`src/rtl/alu_seq_if.sv`:
```
// Operand/result bus between the register file side and the sequential ALU.
// The master drives the request; the slave (ALU) returns the registered result and flags.
interface alu_seq_if #(
  parameter int WIDTH = 8
);
  logic                 start;
  logic [7:0]           instruction;
  logic [WIDTH-1:0]     op1;
  logic [WIDTH-1:0]     op2;
  logic                 busy;
  logic                 done;
  logic [2*WIDTH-1:0]   out;
  logic                 carry_flag;
  logic                 parity_flag;
  logic                 eq_flag;
  logic                 gt_flag;

  modport master (
    output start, instruction, op1, op2,
    input  busy, done, out, carry_flag, parity_flag, eq_flag, gt_flag
  );

  modport slave (
    input  start, instruction, op1, op2,
    output busy, done, out, carry_flag, parity_flag, eq_flag, gt_flag
  );
endinterface

```
`src/rtl/alu_seq.sv`:
```
// Registered ALU: single-cycle logic/arithmetic ops plus a WIDTH-cycle shift-add
// multiplier. Results and flags hold until the next accepted operation.
module alu_seq #(
  parameter int WIDTH = 8
) (
  input logic      clk,
  input logic      rst,
  alu_seq_if.slave bus
);
  localparam int CW = $clog2(WIDTH + 1);

  localparam logic [7:0] OP_ADD = 8'h01, OP_SUB = 8'h02, OP_MUL = 8'h03,
                         OP_AND = 8'h04, OP_OR  = 8'h05, OP_XOR = 8'h06,
                         OP_INC = 8'h07, OP_DEC = 8'h08, OP_ROR = 8'h09,
                         OP_ROL = 8'h0A, OP_RSH = 8'h0B, OP_LSH = 8'h0C,
                         OP_NOT = 8'h0D;

  typedef enum logic {S_IDLE, S_MUL} state_e;

  state_e             state_q, state_d;
  logic               busy_q, busy_d, done_q, done_d;
  logic               carry_q, carry_d, parity_q, parity_d;
  logic               eq_q, eq_d, gt_q, gt_d;
  logic [2*WIDTH-1:0] out_q, out_d;
  logic [2*WIDTH-1:0] mcand_q, mcand_d, partial_q, partial_d;
  logic [WIDTH-1:0]   mplier_q, mplier_d;
  logic [CW-1:0]      cnt_q, cnt_d;

  logic [WIDTH-1:0]   a, b, res;
  logic [WIDTH:0]     add_w;
  logic [2*WIDTH-1:0] acc;
  logic               res_vld;

  assign a     = bus.op1;
  assign b     = bus.op2;
  assign add_w = {1'b0, a} + {1'b0, b};
  // Partial product after this step: add the shifted multiplicand when the multiplier LSB is set.
  assign acc   = partial_q + (mplier_q[0] ? mcand_q : '0);

  always_comb begin
    state_d   = state_q;
    busy_d    = busy_q;
    done_d    = 1'b0;
    carry_d   = carry_q;
    eq_d      = eq_q;
    gt_d      = gt_q;
    out_d     = out_q;
    mcand_d   = mcand_q;
    partial_d = partial_q;
    mplier_d  = mplier_q;
    cnt_d     = cnt_q;
    res       = '0;
    res_vld   = 1'b0;
    case (state_q)
      S_IDLE: begin
        if (bus.start) begin
          eq_d   = (a == b);
          gt_d   = (a > b);
          done_d = 1'b1;
          case (bus.instruction)
            OP_ADD: begin res = add_w[WIDTH-1:0]; carry_d = add_w[WIDTH]; res_vld = 1'b1; end
            OP_SUB: begin res = a - b; carry_d = (a < b); res_vld = 1'b1; end
            OP_MUL: begin
              state_d   = S_MUL;
              busy_d    = 1'b1;
              done_d    = 1'b0;
              cnt_d     = CW'(WIDTH);
              partial_d = '0;
              mcand_d   = {{WIDTH{1'b0}}, a};
              mplier_d  = b;
            end
            OP_AND: begin res = a & b; res_vld = 1'b1; end
            OP_OR:  begin res = a | b; res_vld = 1'b1; end
            OP_XOR: begin res = a ^ b; res_vld = 1'b1; end
            OP_INC: begin res = a + 1'b1; res_vld = 1'b1; end
            OP_DEC: begin res = a - 1'b1; res_vld = 1'b1; end
            OP_ROR: begin res = {a[0], a[WIDTH-1:1]}; carry_d = a[0]; res_vld = 1'b1; end
            OP_ROL: begin res = {a[WIDTH-2:0], a[WIDTH-1]}; carry_d = a[WIDTH-1]; res_vld = 1'b1; end
            OP_RSH: begin res = {1'b0, a[WIDTH-1:1]}; carry_d = a[0]; res_vld = 1'b1; end
            OP_LSH: begin res = {a[WIDTH-2:0], 1'b0}; carry_d = a[WIDTH-1]; res_vld = 1'b1; end
            OP_NOT: begin res = ~a; res_vld = 1'b1; end
            default: ;
          endcase
        end
      end
      S_MUL: begin
        partial_d = acc;
        mcand_d   = mcand_q << 1;
        mplier_d  = mplier_q >> 1;
        cnt_d     = cnt_q - CW'(1);
        if (cnt_q == CW'(1)) begin
          out_d   = acc;
          done_d  = 1'b1;
          busy_d  = 1'b0;
          state_d = S_IDLE;
        end
      end
      default: state_d = S_IDLE;
    endcase
    if (res_vld) out_d = {{WIDTH{1'b0}}, res};
    parity_d = ^out_d;
  end

  always_ff @(posedge clk) begin
    if (rst) begin
      state_q   <= S_IDLE;
      busy_q    <= 1'b0;
      done_q    <= 1'b0;
      carry_q   <= 1'b0;
      parity_q  <= 1'b0;
      eq_q      <= 1'b0;
      gt_q      <= 1'b0;
      out_q     <= '0;
      mcand_q   <= '0;
      partial_q <= '0;
      mplier_q  <= '0;
      cnt_q     <= '0;
    end else begin
      state_q   <= state_d;
      busy_q    <= busy_d;
      done_q    <= done_d;
      carry_q   <= carry_d;
      parity_q  <= parity_d;
      eq_q      <= eq_d;
      gt_q      <= gt_d;
      out_q     <= out_d;
      mcand_q   <= mcand_d;
      partial_q <= partial_d;
      mplier_q  <= mplier_d;
      cnt_q     <= cnt_d;
    end
  end

  assign bus.busy        = busy_q;
  assign bus.done        = done_q;
  assign bus.out         = out_q;
  assign bus.carry_flag  = carry_q;
  assign bus.parity_flag = parity_q;
  assign bus.eq_flag     = eq_q;
  assign bus.gt_flag     = gt_q;
endmodule

```
`src/flat_wrapper.sv`:
```
// flat-port wrapper written by rule: the top's interface ports become plain ports
module alu_seq_flat 
#(
  parameter int WIDTH = 8
)
  (clk, rst, bus_start, bus_instruction, bus_op1, bus_op2, bus_busy, bus_done, bus_out, bus_carry_flag, bus_parity_flag, bus_eq_flag, bus_gt_flag);
  alu_seq_if #(.WIDTH(WIDTH)) bus_i ();
  input logic clk;
  input logic rst;
  input wire logic [$bits(bus_i.start)-1:0] bus_start;
  input wire logic [$bits(bus_i.instruction)-1:0] bus_instruction;
  input wire logic [$bits(bus_i.op1)-1:0] bus_op1;
  input wire logic [$bits(bus_i.op2)-1:0] bus_op2;
  output wire logic [$bits(bus_i.busy)-1:0] bus_busy;
  output wire logic [$bits(bus_i.done)-1:0] bus_done;
  output wire logic [$bits(bus_i.out)-1:0] bus_out;
  output wire logic [$bits(bus_i.carry_flag)-1:0] bus_carry_flag;
  output wire logic [$bits(bus_i.parity_flag)-1:0] bus_parity_flag;
  output wire logic [$bits(bus_i.eq_flag)-1:0] bus_eq_flag;
  output wire logic [$bits(bus_i.gt_flag)-1:0] bus_gt_flag;
  assign bus_i.start = bus_start;
  assign bus_i.instruction = bus_instruction;
  assign bus_i.op1 = bus_op1;
  assign bus_i.op2 = bus_op2;
  assign bus_busy = bus_i.busy;
  assign bus_done = bus_i.done;
  assign bus_out = bus_i.out;
  assign bus_carry_flag = bus_i.carry_flag;
  assign bus_parity_flag = bus_i.parity_flag;
  assign bus_eq_flag = bus_i.eq_flag;
  assign bus_gt_flag = bus_i.gt_flag;
  alu_seq #(.WIDTH(WIDTH)) u_core (.clk(clk), .rst(rst), .bus(bus_i));
endmodule
```
`config.mk`:
```
export PLATFORM = sky130hd
export DESIGN_NAME = alu_seq_flat
export DESIGN_NICKNAME = d
export VERILOG_FILES = /design/src/rtl/alu_seq_if.sv /design/src/rtl/alu_seq.sv /design/src/flat_wrapper.sv
export SDC_FILE = /design/constraint.sdc
export NUM_CORES = 1
export LEC_CHECK = 0
export CAP_MARGIN = 0
export CORE_ASPECT_RATIO = 0.6
export CORE_MARGIN = 2
export CORE_UTILIZATION = 40
export DETAILED_ROUTE_END_ITERATION = 7
export SYNTH_ARGS = -nofsm -noshare
export SYNTH_HDL_FRONTEND = slang
export SYNTH_SLANG_ARGS = --single-unit
export TNS_END_PERCENT = 1
```
`constraint.sdc`:
```
create_clock -name clk -period 12.2 [get_ports clk]
set_input_delay 2.44 -clock clk [delete_from_list [all_inputs] [get_ports clk]]
set_output_delay 2.44 -clock clk [all_outputs]
set_load 0.01 [all_outputs]
```
# After elaboration in Yosys (flattened, before gate mapping)
# Index checks and enable logic that the tools add are counted.
# word_totals
ff_bits,67
wordCells,87
input_bits,27
output_inout_bits,22
# op_classes
order_cmp,2
n_reduce_logical,9
eq_ne,18
addsub,6
muxes,35
n_bitwise,5
# ops
operator,n
$mux W16,8
$pmux W8 S12,1
$pmux W16 S2,2
$eq A8 B4 Y1 const B,6
$eq A8 B3 Y1 const B,4
$mux W8,4
$add A16 B16 Y16,1
$eq A8 B2 Y1 const B,2
$pmux W8 S2,1
$reduce_xor A16 Y1,1
$mux W1,12
$reduce_or A12 Y1,1
$add A8 B8 Y9,1
$add A8 B1 Y8 const B,1
$and A8 B8 Y8,1
$eq A8 B1 Y1 const B,1
$eq A8 B8 Y1,1
$gt A8 B8 Y1,1
$lt A8 B8 Y1,1
$mux W4,2
$not A8 Y8,1
$or A8 B8 Y8,1
$pmux W4 S2,1
$sub A8 B1 Y8 const B,1
other kinds (12),19

# Depth between registers and ports, before layout
# depth
ltp_word,7
ltp_mapped,14
mapped_depth_nobuf,14

# Worst setup path after synthesis
# No wires, ideal clock.
# synth_path
path_kind,input to register
from,in bus_instruction[3]
to,reg u_core.parity_q (netlist: u_core.bus.parity_flag)
n_path_buf,1
setup_ns,0.121
arrival_time_ns,5.709
path_stages,14
path_slack_ns,6.370
t_required_ns,12.079
cell_sequence,clkbuf_1 > nor2b_1 > and3_1 > ha_1 > a211oi_1 > nor3b_1 > o22ai_1 > xnor2_1 > nand2_1 > a31o_1 > xnor3_1 > xnor2_1 > xnor3_1 > mux2_4
# synth_via
elab_chain_cells,7
elab_cells_between_ends,21
classes_between,eq/ne (12); mux (7); reduce/logical (2)
# synth_rtl
item,line,text
start: declaration,flat_wrapper.sv:11,input wire logic [$bits(bus_i.instruction)-1:0] bus_instruction;
$eq A8 B1 Y1 (tied with other cells),alu_seq.sv:60,case (bus.instruction)
$reduce_or A12 Y1 (no source line),n/a,
$mux W1,alu_seq.sv:60,
$mux W1,alu_seq.sv:56,if (bus.start) begin
$mux W1,alu_seq.sv:54,case (state_q)
$mux W16 *,alu_seq.sv:100,"if (res_vld) out_d = {{WIDTH{1'b0}}, res};"
$reduce_xor A16 Y1 *,alu_seq.sv:101,parity_d = ^out_d;
end signal: assignment,alu_seq.sv:123,parity_q <= parity_d;
end: declaration,alu_seq.sv:22,"logic carry_q, carry_d, parity_q, parity_d;"
# Every way passes the cells marked *; elsewhere a longest branch is shown, timed or not.
# A chain may end at the register's enable or synchronous reset.

# Final worst setup path
# Same ends and word-level chain as after synthesis.

==> key figures <==
Setup path
  – R2R Setup Slk: 7.72 ns
  – Crit path arrival time: 6.99 ns
  – CP Capture Type: register
  – R2r endpoint: u_core.bus.parity_flag$_SDFF_PP0_
  – Critical-path maximum fanout: 26
  – CP Data Required Time: 12.42 ns
  – FF-to-FF Start: u_core.mplier_q[0]$_SDFFE_PP0P_
  – Worst Path Class, Setup: input port to register
  – Register-to-Register Path Depth: 12
  – Critical path startpoint category: input port

Placed design
  – Placement Cell Area: 5978 sq um
  – Port Buf Inserts: 48
  – Final GP Congestion: 0.9445
  – DPL Wire Length: 12820 microns

Global route
  – Total grt overflow: 0
  – Total GRT Usage: about a quarter
  – Largest net degree at the start of global routing: 69
  – GRT met1 Usage: 37.17%
  – Met3 usage: 9.825%
  – Most Crowded Layer GR: met1
  – Met2 Resource Use GR: 32.30%
  – Initial antenna violation count: 0
  – Vias in the first global route: 5054
  – First-pass GRT wire length: roughly 28000 microns

Layout
  – Core Util, Final: 48.62%
  – Synthesis-to-finish area growth: 17.29%
  – Share of layout cells above drive strength 1: under 10%
  – Fin area: 6307 sq um
  – Fin nets: 772
  – N_diodes: 0

Synth
  – Leading area contributor after synthesis: dfxtp_1
  – Register area share after synthesis: 24.94%
  – Synth Flop Type: dfxtp_1
  – Cell count after synthesis: around 670
  – Asr flop ratio synth: 0%
  – EDFF count, synth: 0
  – Syn Nets: 745
  – Cell variety after synth: 75
  – Post-synth top area share: 24.94%
  – Synthesized area: between 5000 and 6000 sq um
  – Main area contributors after synthesis: dfxtp_1 (25%), ha_1 (11%), nor2_1 (6.1%), a22oi_1 (4.0%), xnor2_1 (3.9%)
  – Post-synthesis average cell area: 8.062 sq um
  – Synth warn: 0
  – Synth Register Bits: 67

Clock network
  – H-Tree Depth: 3
  – # clock sinks: 67
  – Num CTS Buffers: 9
  – Clock slew at reported path FFs: roughly 0.05 ns
  – CTS tree: yes
  – Clk Tree Root Cell: clkbuf_16
  – Skew-Pair Late Insertion Delay: 0.34 ns
  – Hold-fix buffers, CTS: 0
  – Post-CTS Setup Bufs: 0
  – Clock buffer depth: 2
  – Post-cts resize count: 0

STA
  – Endpoints failing setup: 0
  – Unrepaired setup endpoints after global routing: false
  – Final Hold Fails: 0
  – Slew margin rel.: 29.96%
  – Tmin final: roughly 6.8 ns
  – Fin crit share: 55.50%
  – Worst-case hold slack: 0.4841 ns
  – Slew @ Worst Pin: about 1.0 ns
  – Setup TNS: 0 ns
  – Max Clk Rate: 0.1477 GHz
  – Slew Viols, Final: 0
  – Final Skew: 0.006450 ns

Floorplanning
  – I/O pin count: 49
  – # rows: 32
  – Die X: 153.7 microns
  – Die ar.: 14420 sq um
  – Core Box Area: 12970 sq um
  – Initial Util: 41.45%
  – Die Y: 93.82 microns

Routing
  – Antenna viol nets, final: 0
  – Drt pass-1 iters: 7
  – DR WL/cell: 19.97 microns
  – # DRC: 0
  – Vias: 5302
  – First DRT Iteration DRCs: 667
  – Vias per inst: 6.101
  – WL final: 17360 microns

Pwr
  – VDD IR max: around 0.061 mV
  – PwrDens: around 95 nW/um^2
  – Leak Pwr: roughly 2.5 nW

Min path
  – Hold crit path type: register to register
  – Hold_sp: u_core.bus.gt_flag$_SDFFE_PP0P_
  – Hold endpoint: u_core.bus.gt_flag$_SDFFE_PP0P_
  – Number of cells on the worst hold path: 2

Run
  – Max cap viols: 0

Outcome
  – Outcome: completed
## report_power, final
group	switching, mW	total, mW	internal, mW
registers	0.00131	0.222	0.221
clock network	0.0964	0.286	0.190
logic	0.0539	0.0901	0.0362
## stage by stage
stage                     power, mW  instances  worst slack (ns)
after floorplan              0.2784        667             6.370
after global placement       0.3133        853             5.285
after detailed placement     0.3135        853             5.185
after CTS                    0.5998        869             5.520
after global routing         0.6209        869             5.144
final                        0.5981        869             5.429
## flip-flops by register name, summed over array words and instances (netlist names), 4 cells and up
register,cells
u_core.partial_q,16
u_core.cnt_q,4
u_core.bus.out,16
u_core.mcand_q,16
u_core.mplier_q,8
## layout make-up
cell class                 count  area [sq um]
clock buffer                  12         256.5
clock inverter                 4         72.57
fill                        1242          6665
inverter                      32         120.1
multi-input combinational    531          3791
sequential                    67          1341
tap                          170         212.7
timing repair buffer          53         513.0
## metal layers
layer / vias to the layer above / wire length [microns]
li1: 2523 / -
met1: 2513 / 8530
met2: 244 / 6536
met3: 22 / 2029
met4: 0 / 261
met5: - / 0
## how the worst max path moves through the flow
| stage | startpoint | end | slack (ns) | cells after the start |
|---|---|---|---|---|
| after floorplan | bus_instruction[3] | u_core.bus.parity_flag$_SDFF_PP0_ | 6.37 | 14 |
| after global placement | bus_instruction[3] | u_core.bus.parity_flag$_SDFF_PP0_ | 5.28 | 14 |
| after detailed placement | bus_instruction[3] | u_core.bus.parity_flag$_SDFF_PP0_ | 5.19 | 14 |
| after CTS | bus_instruction[3] | u_core.bus.parity_flag$_SDFF_PP0_ | 5.52 | 14 |
| after global routing | bus_instruction[2] | u_core.bus.parity_flag$_SDFF_PP0_ | 5.14 | 14 |
| final | bus_instruction[3] | u_core.bus.parity_flag$_SDFF_PP0_ | 5.43 | 14 |
## cells in the final DEF (no fill, tap or decap), drive strengths merged, types with 14 or more instances in the layout
| master | instances |
|---|---|
| dfxtp | 67 |
| ha | 47 |
| a222oi | 15 |
| o21ai | 26 |
| and2 | 17 |
| xnor2 | 24 |
| nor2 | 89 |
| a21oi | 34 |
| a22oi | 29 |
| nand2 | 36 |
| nor3 | 23 |
| mux2i | 14 |
| inv | 32 |
| clkdlybuf4s50 | 47 |
## Yosys cell counts, types with 3 or more instances
master,instances
a2111oi_0,4
a211o_1,3
a211oi_1,12
a21o_1,11
a21oi_1,34
a221o_1,3
a221oi_1,5
a222oi_1,15
a22oi_1,29
a2bb2oi_1,3
a31oi_1,7
a32o_1,4
and2_1,17
and3_1,6
buf_2,3
clkbuf_1,33
dfxtp_1,67
fa_1,4
ha_1,47
inv_1,32
mux2i_1,14
nand2_1,36
nand2b_1,8
nand3_1,11
nor2_1,87
nor2b_1,13
nor3_1,23
nor4_1,4
nor4b_1,3
o211ai_1,5
o21ai_0,26
o21bai_1,8
o22ai_1,5
o31ai_1,3
or2_2,4
or3_1,3
xnor2_1,24
xnor3_1,3
xor2_1,5
## worst max-delay path, cell delays in order
cell             delay (ns)
clkdlybuf4s50_1        1.07
nor2b_1                0.32
and3_1                 0.44
ha_1                   0.36
a211oi_1               0.34
nor3b_1                0.13
o22ai_1                0.19
xnor2_1                0.15
nand2_1                0.08
a31o_1                 0.23
xnor3_1                0.37
xnor2_1                0.22
xnor3_1                0.35
mux2_4                 0.30
## kinds of logic after synthesis
kind of cell	Yosys count	share of synthesized area, %
flip-flops	67	24.94
multiplexers	16	3.094
buffers and inverters	69	5.026
XOR/XNOR	32	5.979
AO/OA/AOI/OAI	199	26.87
adder cells (fa/ha/maj)	51	12.42
AND/OR/NAND/NOR	233	21.66
Note: power is estimated with default switching activity, not from simulation.
